### src/rtl/mas8_seq.sv
// mas8_seq: instruction sequencer and memory port for the MAS8 core.
// It fetches two-byte instructions over a req/ack memory handshake, decodes
// them onto the ALU control inputs, and performs jumps, loads and stores.
//
// Ports:
//   clk            system clock, rising edge
//   rstz           asynchronous reset, active high (1 = reset)
//   reg0..reg3     ALU register values (effective address and store data)
//   radr           ALU address output, jump target sampled in EXEC
//   opcode/rd/ra   registered instruction fields from byte 0
//   c              registered second instruction byte
//   din            registered load/immediate data to the ALU
//   en             ALU enable, one-cycle pulse in EXEC
//   mem_req/mem_we/mem_addr/mem_wdata  memory request side
//   mem_rdata/mem_ack                  memory response side
//   pc             program counter (debug)
//   halted         high while in HALT
//
// state   | meaning
// FETCH0  | read instruction byte 0 at pc
// FETCH1  | read c byte at pc
// DECODE  | compute effective address, latch store data, dispatch
// EXEC    | pulse ALU enable, apply jump
// MEMRD   | read data at effective address into din
// MEMWR   | write reg[rd] to effective address
// HALT    | frozen until reset
module mas8_seq #(
  parameter logic [7:0] RESET_PC = 8'h00
) (
  input  logic       clk,
  input  logic       rstz,
  input  logic [7:0] reg0,
  input  logic [7:0] reg1,
  input  logic [7:0] reg2,
  input  logic [7:0] reg3,
  input  logic [7:0] radr,
  output logic [3:0] opcode,
  output logic [1:0] rd,
  output logic [1:0] ra,
  output logic [7:0] c,
  output logic [7:0] din,
  output logic       en,
  output logic       mem_req,
  output logic       mem_we,
  output logic [7:0] mem_addr,
  output logic [7:0] mem_wdata,
  input  logic [7:0] mem_rdata,
  input  logic       mem_ack,
  output logic [7:0] pc,
  output logic       halted
);

  typedef enum logic [2:0] {
    S_FETCH0 = 3'd0,
    S_FETCH1 = 3'd1,
    S_DECODE = 3'd2,
    S_EXEC   = 3'd3,
    S_MEMRD  = 3'd4,
    S_MEMWR  = 3'd5,
    S_HALT   = 3'd6
  } state_t;

  localparam logic [3:0] OP_LW   = 4'b1000;
  localparam logic [3:0] OP_SW   = 4'b1001;
  localparam logic [3:0] OP_LI   = 4'b1010;
  localparam logic [3:0] OP_HALT = 4'b1011;
  localparam logic [3:0] OP_JMP  = 4'b1111;

  state_t     state, state_nx;
  logic [7:0] ea;
  logic [7:0] wdata_q;
  logic [7:0] reg_a;
  logic [7:0] reg_d;

  always_comb begin
    case (ra)
      2'd0:    reg_a = reg0;
      2'd1:    reg_a = reg1;
      2'd2:    reg_a = reg2;
      default: reg_a = reg3;
    endcase
    case (rd)
      2'd0:    reg_d = reg0;
      2'd1:    reg_d = reg1;
      2'd2:    reg_d = reg2;
      default: reg_d = reg3;
    endcase
  end

  always_ff @(posedge clk or posedge rstz) begin
    if (rstz) state <= S_FETCH0;
    else      state <= state_nx;
  end

  // mem_req is decoded from state alone, so it is already high during reset
  // (state is held at FETCH0).
  always_comb begin
    state_nx = state;
    mem_req  = 1'b0;
    mem_we   = 1'b0;
    mem_addr = pc;
    en       = 1'b0;
    halted   = 1'b0;
    case (state)
      S_FETCH0: begin
        mem_req = 1'b1;
        if (mem_ack) state_nx = S_FETCH1;
      end
      S_FETCH1: begin
        mem_req = 1'b1;
        if (mem_ack) state_nx = S_DECODE;
      end
      S_DECODE: begin
        case (opcode)
          OP_LW:   state_nx = S_MEMRD;
          OP_SW:   state_nx = S_MEMWR;
          OP_HALT: state_nx = S_HALT;
          default: state_nx = S_EXEC;
        endcase
      end
      S_MEMRD: begin
        mem_req  = 1'b1;
        mem_addr = ea;
        if (mem_ack) state_nx = S_EXEC;
      end
      S_MEMWR: begin
        mem_req  = 1'b1;
        mem_we   = 1'b1;
        mem_addr = ea;
        if (mem_ack) state_nx = S_FETCH0;
      end
      S_EXEC: begin
        en       = 1'b1;
        state_nx = S_FETCH0;
      end
      S_HALT: begin
        halted = 1'b1;
      end
      default: state_nx = S_FETCH0;
    endcase
  end

  assign mem_wdata = wdata_q;

  always_ff @(posedge clk or posedge rstz) begin
    if (rstz) begin
      pc      <= RESET_PC;
      opcode  <= 4'd0;
      rd      <= 2'd0;
      ra      <= 2'd0;
      c       <= 8'd0;
      din     <= 8'd0;
      ea      <= 8'd0;
      wdata_q <= 8'd0;
    end else begin
      case (state)
        S_FETCH0: if (mem_ack) begin
          {opcode, rd, ra} <= mem_rdata;
          pc               <= pc + 8'd1;
        end
        S_FETCH1: if (mem_ack) begin
          c  <= mem_rdata;
          pc <= pc + 8'd1;
        end
        S_DECODE: begin
          // Store data is frozen here so mem_wdata stays stable across waits.
          ea      <= reg_a + c;
          wdata_q <= reg_d;
          if (opcode == OP_LI) din <= c;
        end
        S_MEMRD: if (mem_ack) din <= mem_rdata;
        S_EXEC:  if (opcode == OP_JMP) pc <= radr;
        default: ;
      endcase
    end
  end

endmodule

### config.mk
export PLATFORM = sky130hd
export DESIGN_NAME = mas8_seq
export DESIGN_NICKNAME = d
export VERILOG_FILES = /design/src/rtl/mas8_seq.sv
export SDC_FILE = /design/constraint.sdc
export NUM_CORES = 1
export LEC_CHECK = 0
export BUFFER_PORTS_ARGS = -buffer_cell sky130_fd_sc_hd__buf_2
export CELL_PAD_IN_SITES_DETAIL_PLACEMENT = 1
export CELL_PAD_IN_SITES_GLOBAL_PLACEMENT = 1
export CORE_ASPECT_RATIO = 0.5
export CORE_MARGIN = 4
export CORE_UTILIZATION = 30
export CTS_BUF_LIST = sky130_fd_sc_hd__clkbuf_16
export CTS_CLUSTER_DIAMETER = 200
export DETAILED_ROUTE_END_ITERATION = 10
export PLACE_DENSITY_LB_ADDON = 0.1
export SLEW_MARGIN = 20
export SYNTH_ARGS = -nofsm -noshare
export SYNTH_HDL_FRONTEND = slang
export SYNTH_SLANG_ARGS = --single-unit
### constraint.sdc
create_clock -name clk -period 4.8 [get_ports clk]
set_input_delay 0.96 -clock clk [delete_from_list [all_inputs] [get_ports clk]]
set_output_delay 0.96 -clock clk [all_outputs]
set_load 0.03 [all_outputs]
# After elaboration in Yosys (flattened, before gate mapping)
# Cells that the tools add are included.
# totals
wordCells	66
reg_bits	51
in_bits	51
# classes
reduce_logical	13
n_mux	19
bitwise	1
addsub	2
n_eq_ne	22
# ops
cell	n
8-bit case mux with 3 select lines	2
8-bit two-way mux	5
8-bit case mux with 2 select lines	2
4-bit equality test (second input constant)	5
3-bit case mux with 6 select lines	1
3-bit two-way mux	4
2-bit != test (second input constant)	6
3-bit equality test (second input constant)	3
3-bit case mux with 3 select lines	1
8-bit by 1-bit adder with 8-bit output (second input constant)	1
8-bit adder	1
3-bit by 2-bit equality test with 1-bit output (second input constant)	2
3-bit AND reduction	2
5-bit AND reduction	1
2-bit by 1-bit equality test with 1-bit output (second input constant)	2
2-bit equality test (second input constant)	2
2-bit zero test	2
1-bit two-way mux	4
2-bit AND reduction	2
2-bit nonzero test	2
2-bit OR reduction	2
4-bit OR reduction	1
3-bit by 1-bit equality test with 1-bit output (second input constant)	1
3-bit zero test	1
other kinds (2)	2

# Logic depth before layout (Yosys ltp)
# depth
ltp_word	4
depth_mapped	9
depth_no_buf	8

# Worst setup path after synthesis
# OpenSTA, ideal clock, no wires.
# synth_timing
kind	input port to flip-flop
startpoint	input port reg1[0]
endpoint	register ea[6]
path_slack_ps	1995
n_path_buf	0
arrival_time_ps	2681
setup_ps	123
path_stages	8
cell_sequence	mux4_1 ha_1 fa_1 a21o_1 a21oi_1 o21bai_1 mux2i_1 nand2_1
# synth_between
elab_chain_len	2
# synth_lines
element	line_no	rtl
start: declaration	33	input logic [7:0] reg1,
8-bit case mux with 3 select lines	76	case (ra)
8-bit adder	167	ea <= reg_a + c;
end signal: assignment	167	
end: declaration	70	logic [7:0] ea;
# No other way between the ends.
# A chain may end at the register's enable or synchronous reset.

# Worst setup path after layout
# layout_timing
startpoint	register state[0]
endpoint	output port en
# layout_between
elab_chain_len	2
# layout_lines
element	line_no	rtl
start: declaration	69	state_t state, state_nx;
start signal: assignment	92	else state <= state_nx;
3-bit by 2-bit equality test with 1-bit output	104	case (state)
1-bit two-way mux	104	
end: declaration	42	output logic en,
# No other way between the ends.

==> metrics.cfg <==
[setup_path]
worstPathArrival_ns = 1.98
cp_slowest_cell = dfrtp_1
crit_required_ns = 3.84
critPathTopFamily = flip-flops
reg2reg_from = ra[0]$_DFFE_PP0P_
crit_path_start_kind = flip-flop
reg2reg_slack_ns = 1.97
worst-path-buf-inv = 2
path_max_fanout = 13
critPathMaxStageDelay_ns = 0.63
worstSetupPathType = reg2out
path_cells = nand2_1 -> or2_1 -> inv_2 -> buf_2
crit_start = state[0]$_DFFE_PP0P_
cp-end-kind = primary output

[global_route]
grt_start_max_net_pins = 52
grt_first_pass_wirelength_mm = 15.1
grt-ovfl-total = 0
grt_antenna_before_repair = 0
grt_pass1_vias = 2744
grt_usage_pct = 15.5

[placement]
place_congestion = 0.797
dp_hpwl_mm = 7.21
io_buffers = 102

[cts]
clockBufferDepth = 2
cts_setup_buffers = 0
htreeDepth = 2
clk_pin_slew_ns = 0.07
cts_hold_buffers = 0
ctsResizeCount = 0
cts.sinks = 51
root_buffer = clkbuf_16
numCtsBuffers = 5
worstSkewPairLatency_ns = 0.29
cts_tree = built

[cells_and_area]
fillCellCount = 1172
drive_gt1_share_pct = 42.1
syn2layout_area_growth_pct = 23.4
diodes = 0
num-nets-final = 434
utilization_pct = 38.0

[synthesis]
async_reset_ff_share_pct = 100
syn_inst = 280
synthFlopType = dfrtp_1
ys_types = 47
synth_fp_nets = 340
ys_seq_elements = 51
ys_warn_count = 0
syn_avg_cell_area_um2 = 11.2
yosysSeqAreaShare_pct = 40.7
syn_area_um2 = 3130
synth_edf_count = 0

[floorplanning]
start_util_pct = 30.8
die_h_um = 80.3
dieArea_um2 = 12200
die_w_um = 153
coreArea_um2 = 10200
rows = 26
pin_count = 103

[drt]
ant_nets = 0
num_vias = 2522
viasPerCell = 4.90
drt-total-wl_mm = 9.36
firstDrtPassIters = 4
drc = 0
wl_per_cell_um = 18.2
dr.first_iter.drc_count = 69

[sta]
rsz0062_at_grt = no
setup_tns_ns = 0
finClkSkew_ns = 0.00533
maxSlewViolCount = 0
fin_crit_sh_pct = 61.2
tightestPinTransition_ns = 1.03
hold_viol = 0
slew_headroom_pct = 30.8
min_period_ns = 2.94
timing.fmax_mhz = 340
finalSetupViolCount = 0

[power]
power_density_nw_per_um2 = 804
leakagePower_nw = 1.83
ir_worst_vdd_uv = 299

[min_path]
min_from = mem_wdata[6]$_DFFE_PP0N_
hold_path.class = reg2reg

[run]
maxCapViolations = 0

[run_status]
outcome = finished, final reports clean

synth_stat cells (4+ instances only):
master    count  area (um2)
nor2_1        9        33.8
mux4_2        9         203
xnor2_1       5        43.8
a31oi_1       4        25.0
dfrtp_1      51        1280
ha_1          8         100
buf_2         4        20.0
nand2_1      49         184
o22a_1        5        43.8
a21oi_1      10        50.1
nand2b_1      5        31.3
mux2i_1      11         110
o21ai_0      18        90.1
nand3_1       5        25.0
and3_1        4        25.0
clkbuf_1      5        18.8
mux4_1        7         184
mux2_2       24         270
buf_6         5        56.3
path summary, 6_finish.rpt:
path	depth (start not counted)	end
max in group asynchronous	3	ea[4]$_DFFE_PP0N_
min in group asynchronous	3	pc[2]$_DFFE_PP0P_
setup / recovery	4	en
setup reg to reg	8	ea[6]$_DFFE_PP0N_
hold reg to reg	2	mem_wdata[6]$_DFFE_PP0N_
hold / removal	2	mem_wdata[6]$_DFFE_PP0N_
metrics by stage:
| step | hold WS (ns) | std cells | instance area, um2 | total power [W] | worst slack, ns |
|---|---|---|---|---|---|
| floorplan | 0.442 | 280 | 3130 | 0.00226 | 2.00 |
| global placement | 0.454 | 507 | 3720 | 0.00273 | 1.76 |
| detailed placement | 0.462 | 507 | 3720 | 0.00279 | 1.76 |
| CTS | 0.479 | 515 | 3860 | 0.00316 | 1.85 |
| global route | 0.510 | 515 | 3860 | 0.00336 | 1.73 |
| finish | 0.471 | 515 | 3860 | 0.00311 | 1.86 |
power by group:
group / internal, W / switching (W) / total, W
clock: 0.000191 / 0.000161 / 0.000352
combinational: 0.000733 / 0.00109 / 0.00182
sequential: 0.000638 / 0.000298 / 0.000936
cells in the final DEF, fill, tap and decap left out, drive strengths merged, types with 2 or more instances in the layout:
cell / synthesis / routed
buf: 11 / 103
dfrtp: 51 / 51
nand2: 49 / 49
mux2: 24 / 24
o21ai: 22 / 22
mux4: 16 / 16
mux2i: 11 / 11
a21oi: 10 / 10
nor2: 10 / 10
ha: 8 / 8
nand2b: 6 / 6
xnor2: 6 / 6
nand3: 5 / 5
o22a: 5 / 5
clkbuf: 5 / 5
inv: 5 / 5
a31oi: 4 / 4
and3: 4 / 4
nor3b: 4 / 4
nor3: 4 / 4
nor2b: 3 / 3
a21o: 3 / 3
clkinv: 0 / 3
xor2: 2 / 2
or2: 2 / 2
state kept, by name (all words and copies together), names as in the netlist:
name,count
c,8
din,8
ea,8
mem_wdata,8
pc,8
opcode,4
state,3
ra,2
rd,2
final cells by class:
type,instances,area [um2],share of cell area [%]
inverters,5,18.8,0.486
repair buffers,103,518,13.4
clock inverters,3,15.0,0.388
multi-input cells,208,1740,44.9
well taps,140,175,4.53
flip-flops and latches,51,1280,33.0
clock buffers,5,125,3.24
layer usage:
metal | share of wire, % | track usage, % | vias to the layer above | wire length (um)
met1 | 49 | 21.2 | 1245 | 4580
li1 | - | - | 1208 | -
met5 | 0 | 0 | - | 0
met3 | 5.6 | 4.52 | 8 | 526
met2 | 44 | 25.1 | 61 | 4160
met4 | 1.1 | 2.76 | 0 | 100
cells by family (layout without fill, tap and decap cells):
logic type      Yosys count  after routing  synth area share (%)
buf+inv                  21            116                  3.99
simple gates             90             90                  14.4
mux                      51             51                  24.5
compound gates           50             50                  10.1
fa+ha+maj                 9              9                  3.83
xor+xnor                  8              8                  2.48
flops                    51             51                  40.7
worst register-to-register path: stages, from the launching register on:
cell	delay, ns
dfrtp_1	0.70
mux4_1	0.64
ha_1	0.23
fa_1	0.41
a21o_1	0.19
a21oi_1	0.22
o21bai_1	0.11
mux2i_1	0.16
nand2_1	0.06
(Power assumes the default switching activity.)
